===== src/rtl/data_store_buffer_pkg.sv =====
// ============================================================================
// Module   : store_buf_pkg
// Brief    : Shared entry type, sizing constants and word-address compare
//            for the data store buffer.
// Revision : 1.0 - initial release
// ============================================================================
`default_nettype none

package store_buf_pkg;

    localparam int SB_DEPTH  = 4;
    localparam int SB_ADDR_W = 32;
    localparam int SB_DATA_W = 32;
    localparam int PTR_W     = $clog2(SB_DEPTH);

    typedef struct packed {
        logic                 valid;
        logic [SB_ADDR_W-1:0] addr;
        logic [SB_DATA_W-1:0] data;
    } sb_entry_t;

    // Byte offset bits are ignored: the buffer tracks whole words only.
    function automatic logic word_match(input logic [SB_ADDR_W-1:0] a,
                                        input logic [SB_ADDR_W-1:0] b);
        return a[SB_ADDR_W-1:2] == b[SB_ADDR_W-1:2];
    endfunction

endpackage

`default_nettype wire


===== src/rtl/data_store_buffer_if.sv =====
// ============================================================================
// Module   : data_store_buffer_if
// Brief    : CPU load/store port plus backing-memory read/write port of the
//            data store buffer.
// Revision : 1.0 - initial release
// ============================================================================
`default_nettype none

interface data_store_buffer_if #(
    parameter int ADDR_W = 32,
    parameter int DATA_W = 32
);
    // CPU side
    logic [ADDR_W-1:0] data_addr;
    logic [DATA_W-1:0] data_in;
    logic              mem_read;
    logic              mem_write;
    logic [DATA_W-1:0] data;
    logic              stall;
    logic              empty;
    // Backing memory side
    logic [ADDR_W-1:0] mem_rd_addr;
    logic [DATA_W-1:0] mem_rd_data;
    logic              mem_wr_valid;
    logic              mem_wr_ready;
    logic [ADDR_W-1:0] mem_wr_addr;
    logic [DATA_W-1:0] mem_wr_data;

    modport slave (
        input  data_addr, data_in, mem_read, mem_write, mem_rd_data, mem_wr_ready,
        output data, stall, empty, mem_rd_addr, mem_wr_valid, mem_wr_addr, mem_wr_data
    );

    modport master (
        output data_addr, data_in, mem_read, mem_write, mem_rd_data, mem_wr_ready,
        input  data, stall, empty, mem_rd_addr, mem_wr_valid, mem_wr_addr, mem_wr_data
    );

endinterface

`default_nettype wire


===== src/rtl/data_store_buffer_match.sv =====
// ============================================================================
// Module   : store_buf_match
// Brief    : Youngest-first word-address match over the store buffer entries.
// Revision : 1.0 - initial release
// ============================================================================
`default_nettype none

module store_buf_match
    import store_buf_pkg::*;
#(
    parameter int DEPTH = SB_DEPTH,
    parameter int PW    = $clog2(DEPTH)
) (
    input  sb_entry_t            entries [DEPTH],
    input  logic [PW-1:0]        head,
    input  logic [PW-1:0]        tail,
    input  logic [SB_ADDR_W-1:0] addr,
    output logic                 hit,
    output logic [PW-1:0]        hit_idx,
    output logic                 hit_is_head
);

    logic [PW-1:0] w_idx;

    // Walk backwards from tail-1 so the first hit is the youngest store.
    always_comb begin
        hit     = 1'b0;
        hit_idx = '0;
        w_idx   = '0;
        for (int i = 0; i < DEPTH; i++) begin
            w_idx = tail - PW'(i + 1);
            if (!hit && entries[w_idx].valid && word_match(entries[w_idx].addr, addr)) begin
                hit     = 1'b1;
                hit_idx = w_idx;
            end
        end
    end

    assign hit_is_head = hit && (hit_idx == head);

endmodule

`default_nettype wire


===== src/rtl/data_store_buffer.sv =====
// ============================================================================
// Module   : data_store_buffer
// Brief    : Posted-write store buffer with youngest-match load forwarding.
//            Optional in-place store coalescing: STORE_BUF_COALESCE_EN.
// Revision : 1.0 - initial release
// ============================================================================
`default_nettype none

module data_store_buffer
    import store_buf_pkg::*;
#(
    parameter int DEPTH  = SB_DEPTH,
    parameter int ADDR_W = SB_ADDR_W,
    parameter int DATA_W = SB_DATA_W
) (
    input  logic                 clk,
    input  logic                 rst,
    data_store_buffer_if.slave   bus
);

    localparam int              c_PTR_W = $clog2(DEPTH);
    localparam logic [c_PTR_W-1:0] c_PTR_ONE = c_PTR_W'(1);
    localparam logic [c_PTR_W:0]   c_FULL    = (c_PTR_W + 1)'(DEPTH);

    sb_entry_t            r_entries [DEPTH];
    logic [c_PTR_W-1:0]   r_head;
    logic [c_PTR_W-1:0]   r_tail;
    logic [c_PTR_W:0]     r_count;

    logic                 w_hit;
    logic [c_PTR_W-1:0]   w_hit_idx;
    logic                 w_hit_is_head;
    logic                 w_full;
    logic                 w_deq;
    logic                 w_enq;
    logic                 w_coalesce;
    logic                 w_unused;

    store_buf_match #(
        .DEPTH (DEPTH),
        .PW    (c_PTR_W)
    ) u_match (
        .entries     (r_entries),
        .head        (r_head),
        .tail        (r_tail),
        .addr        (bus.data_addr),
        .hit         (w_hit),
        .hit_idx     (w_hit_idx),
        .hit_is_head (w_hit_is_head)
    );

    assign w_full = (r_count == c_FULL);
    assign w_deq  = (r_count != '0) && bus.mem_wr_ready;

`ifdef STORE_BUF_COALESCE_EN
    // The head may be mid-handshake with memory, so it is never rewritten.
    assign w_coalesce = bus.mem_write && w_hit && !w_hit_is_head;
    assign w_unused   = &{1'b0, bus.mem_read};
`else
    assign w_coalesce = 1'b0;
    assign w_unused   = &{1'b0, bus.mem_read, w_hit_is_head};
`endif

    assign w_enq = bus.mem_write && !w_full && !w_coalesce;

    always_ff @(posedge clk) begin
        if (!rst) begin
            r_head  <= '0;
            r_tail  <= '0;
            r_count <= '0;
            for (int i = 0; i < DEPTH; i++) begin
                r_entries[i].valid <= 1'b0;
            end
        end else begin
            if (w_deq) begin
                r_entries[r_head].valid <= 1'b0;
                r_head                  <= r_head + c_PTR_ONE;
            end
            if (w_enq) begin
                r_entries[r_tail] <= '{valid: 1'b1, addr: bus.data_addr, data: bus.data_in};
                r_tail            <= r_tail + c_PTR_ONE;
            end
            if (w_coalesce) begin
                r_entries[w_hit_idx].data <= bus.data_in;
            end
            r_count <= r_count + {{c_PTR_W{1'b0}}, w_enq} - {{c_PTR_W{1'b0}}, w_deq};
        end
    end

    assign bus.stall        = bus.mem_write && w_full && !w_coalesce;
    assign bus.empty        = (r_count == '0);
    assign bus.data         = w_hit ? r_entries[w_hit_idx].data : bus.mem_rd_data;
    assign bus.mem_rd_addr  = bus.data_addr;
    assign bus.mem_wr_valid = (r_count != '0);
    assign bus.mem_wr_addr  = r_entries[r_head].addr;
    assign bus.mem_wr_data  = r_entries[r_head].data;

endmodule

`default_nettype wire


===== src/flat_wrapper.sv =====
// flat-port wrapper written by rule: the top's interface ports become plain ports
module data_store_buffer_flat import store_buf_pkg::*;
#(
    parameter int DEPTH  = SB_DEPTH,
    parameter int ADDR_W = SB_ADDR_W,
    parameter int DATA_W = SB_DATA_W
)
  (clk, rst, bus_data_addr, bus_data_in, bus_mem_read, bus_mem_write, bus_mem_rd_data, bus_mem_wr_ready, bus_data, bus_stall, bus_empty, bus_mem_rd_addr, bus_mem_wr_valid, bus_mem_wr_addr, bus_mem_wr_data);
  data_store_buffer_if #(.ADDR_W(ADDR_W), .DATA_W(DATA_W)) bus_i ();
  input  logic clk;
  input  logic rst;
  input wire logic [$bits(bus_i.data_addr)-1:0] bus_data_addr;
  input wire logic [$bits(bus_i.data_in)-1:0] bus_data_in;
  input wire logic [$bits(bus_i.mem_read)-1:0] bus_mem_read;
  input wire logic [$bits(bus_i.mem_write)-1:0] bus_mem_write;
  input wire logic [$bits(bus_i.mem_rd_data)-1:0] bus_mem_rd_data;
  input wire logic [$bits(bus_i.mem_wr_ready)-1:0] bus_mem_wr_ready;
  output wire logic [$bits(bus_i.data)-1:0] bus_data;
  output wire logic [$bits(bus_i.stall)-1:0] bus_stall;
  output wire logic [$bits(bus_i.empty)-1:0] bus_empty;
  output wire logic [$bits(bus_i.mem_rd_addr)-1:0] bus_mem_rd_addr;
  output wire logic [$bits(bus_i.mem_wr_valid)-1:0] bus_mem_wr_valid;
  output wire logic [$bits(bus_i.mem_wr_addr)-1:0] bus_mem_wr_addr;
  output wire logic [$bits(bus_i.mem_wr_data)-1:0] bus_mem_wr_data;
  assign bus_i.data_addr = bus_data_addr;
  assign bus_i.data_in = bus_data_in;
  assign bus_i.mem_read = bus_mem_read;
  assign bus_i.mem_write = bus_mem_write;
  assign bus_i.mem_rd_data = bus_mem_rd_data;
  assign bus_i.mem_wr_ready = bus_mem_wr_ready;
  assign bus_data = bus_i.data;
  assign bus_stall = bus_i.stall;
  assign bus_empty = bus_i.empty;
  assign bus_mem_rd_addr = bus_i.mem_rd_addr;
  assign bus_mem_wr_valid = bus_i.mem_wr_valid;
  assign bus_mem_wr_addr = bus_i.mem_wr_addr;
  assign bus_mem_wr_data = bus_i.mem_wr_data;
  data_store_buffer #(.DEPTH(DEPTH), .ADDR_W(ADDR_W), .DATA_W(DATA_W)) u_core (.clk(clk), .rst(rst), .bus(bus_i));
endmodule

===== config.mk =====
export PLATFORM = sky130hd
export DESIGN_NAME = data_store_buffer_flat
export DESIGN_NICKNAME = d
export VERILOG_FILES = /design/src/rtl/data_store_buffer_pkg.sv /design/src/rtl/data_store_buffer_if.sv /design/src/rtl/data_store_buffer_match.sv /design/src/rtl/data_store_buffer.sv /design/src/flat_wrapper.sv
export SDC_FILE = /design/constraint.sdc
export NUM_CORES = 1
export LEC_CHECK = 0
export BUFFER_PORTS_ARGS = -buffer_cell sky130_fd_sc_hd__buf_2
export CELL_PAD_IN_SITES_DETAIL_PLACEMENT = 0
export CELL_PAD_IN_SITES_GLOBAL_PLACEMENT = 1
export CORE_UTILIZATION = 43
export CTS_CLUSTER_DIAMETER = 100
export DETAILED_ROUTE_END_ITERATION = 10
export PLACE_DENSITY_LB_ADDON = 0.1
export SLEW_MARGIN = 0
export SYNTH_ARGS = -nofsm -noshare
export SYNTH_HDL_FRONTEND = slang
export SYNTH_SLANG_ARGS = --single-unit

===== constraint.sdc =====
create_clock -name clk -period 5.3 [get_ports clk]
set_clock_uncertainty 0.1 [all_clocks]
set_input_delay 0.265 -clock clk [delete_from_list [all_inputs] [get_ports clk]]
set_output_delay 0.265 -clock clk [all_outputs]
set_load 0.01 [all_outputs]

==> out/results.ini <==
[timing]
slew_violations=0
clock.fmax_mhz=190
finalCritPeriodShare_pct=99.2
hold_violations=0
finalCriticalPeriod_ps=5260
worstMarginPinSlew_ps=959
hold_slack_ps=68.3
setup_viol=0
tns_ps=0
setup_slack_ps=44.9
relSlewSlack_pct=36.1

[global_routing]
grt-ovfl-total=0
grt_usage_pct=29.8
antenna_found_initial=0
grt_pass1_vias=16600
grt_pass1_wl_um=106000
grt_max_degree=108

[min_path]
hp-class=primary input to flop

[final_layout]
nNetsFinal=2187
drive_above_1_share_pct=35.8
area_growth_pct=21.1

[placement]
place_congestion=0.977
dp_hpwl_um=47700
post-place-ws_ps=346
numPortBuffers=230

[detailed_routing]
antenna_left=0
vias=17400
drt_iter0_markers=1535
first_pass_iters=7
wl_per_cell_um=27.4
post-route-drc-count=0
drt_wl_total_um=74000
vias_per_cell=6.44

[floorplan]
start_util_pct=43.5
die_w_um=219
rows=79
fp.dieArea_mm2=0.0478
fp.coreArea_mm2=0.0465
ios=232
die_h_um=219

[setup_path]
slowest_delay_ps=530
critical_path_buf_inv_count=10
r2r_slack_ps=1990
cp_max_fo=6
crit_arrival_ps=4890
critPathRequiredTime_ps=4930
crit_slowest_cell=or4_4
cp_top_family=buffers and inverters
crit_path_start_kind=flop
path_class=flop to primary output
crit_chain=clkinvlp_4 > ha_4 > buf_6 > buf_8 > clkinvlp_4 > buf_12 > mux2_4 > xnor2_2 > nor4_2 > and3b_2 > buf_6 > buf_4 > and3_1 > a32oi_2 > o221ai_4 > buf_12 > buf_4 > or4_4 > a31oi_2 > buf_2
end_kind=primary output

[logic_synthesis]
async_flop_share_pct=0
synth.area.top_cells=edfxtp_1 (38%), mux4_2 (9.9%), and3_1 (7.5%)
synth-seq-cells=267
ys_seq_area_share_pct=39.2
yosysMostFrequentCell=edfxtp_1
yosysWarnings=0
synth_edf_count=256
avgSynthCellArea_um2=10.8
syn_nets=1989
synth_cells=1877
synth_top_area_cell=edfxtp_1
synth_flop_cell=edfxtp_1
synthTopCellsByCount=edfxtp_1 (256), and3_1 (241), clkbuf_1 (159)
syn_area_mm2=0.0202
synth_top_area_share_pct=38.1
ys_types=74

[clock_tree]
htreeDepth=1
clock_sinks=267
numCtsBuffers=30
path_clk_slew_ps=60
clock_latency_ps=570
clockBufferDepth=3
clockRootBuffer=clkbuf_16
cts_tree=built

[power]
power.density_mw_per_mm2=361
power_w=0.00883
max-vdd-ir-drop_v=0.000256
p_leak_nw=9.37

[run_status]
outcome=finished, final reports clean

[run]
drv_cap=0

## cell families after synthesis
logic type / Yosys count / share of synthesized area [%]
multiplexers: 250 / 18.2
XOR/XNOR: 90 / 3.90
adder cells (fa/ha/maj): 11 / 0.719
buffers and inverters: 288 / 6.71
AO/OA/AOI/OAI: 398 / 15.1
flip-flops: 267 / 39.2
AND/OR/NAND/NOR: 573 / 16.2
## flip-flops by register name, indices dropped and copies added, names as in the netlist
name              count
u_core.r_tail         2
u_core.r_entries    260
u_core.r_count        3
u_core.r_head         2
## power by group
part / switching [W] / internal, W / leakage, nW
combinational: 0.00224 / 0.00176 / 6.47
clock: 0.000878 / 0.00125 / 0.482
sequential: 0.000205 / 0.00250 / 2.42
total: 0.00332 / 0.00550 / 9.37
## path summary, 6_finish.rpt
kind / start / endpoint / cells past startpoint
max: u_core.r_tail[0] / bus_data[8] / 20
min: bus_data_addr[20] / u_core.r_entries[247] / 2
max reg2reg: u_core.r_count[1] / u_core.r_entries[47] / 5
min reg2reg: u_core.r_entries[194] / u_core.r_entries[194] / 2
## per-stage QoR
step                      util (%)  std cells  area [um2]
final                         52.6       2705       24400
after global placement        48.0       2595       22300
after CTS                     51.2       2690       23800
after floorplan                  -       1877       20300
after detailed placement      48.0       2595       22300
after global routing          52.6       2704       24400
## repair_timing
item / in CTS / in global routing
endpoints found under the hold margin: 147 / 0
setup endpoints to repair: 32 / 32
gates cloned: 1 / 5
gates resized for setup: 14 / 96
buffers inserted: 5 / 9
pin swaps: 4 / 31
hold buffers: 35 / 0
## metal layers
metal,part of all wire [%],wire (um),GRT usage [%]
met1,41,30700,38.9
met2,49,36500,51.2
met3,5.5,4080,2.46
met4,3.7,2770,11.2
met5,0,0,0
## placed cells by master (no fill, tap or decap), types with 41 or more instances in the layout
| cell type | count |
|---|---|
| edfxtp_1 | 256 |
| and3_1 | 237 |
| buf_2 | 225 |
| mux2i_1 | 105 |
| nor2_1 | 98 |
| buf_4 | 97 |
| mux4_2 | 89 |
| o21ai_0 | 80 |
| xnor2_1 | 64 |
| o221a_2 | 63 |
| a21oi_1 | 45 |
| inv_1 | 44 |
| mux2_2 | 42 |
| nand3_1 | 41 |
## area by class of cell
type / instances / area [um2]
fill: 4099 / 22000
multi-input combinational: 1322 / 11600
sequential: 267 / 7920
timing repair buffer: 403 / 3020
clock buffer: 32 / 779
tap: 607 / 759
clock inverter: 22 / 208
inverter: 51 / 199
antenna: 1 / 2.50
No activity file was read; power rests on OpenSTA's default activity.
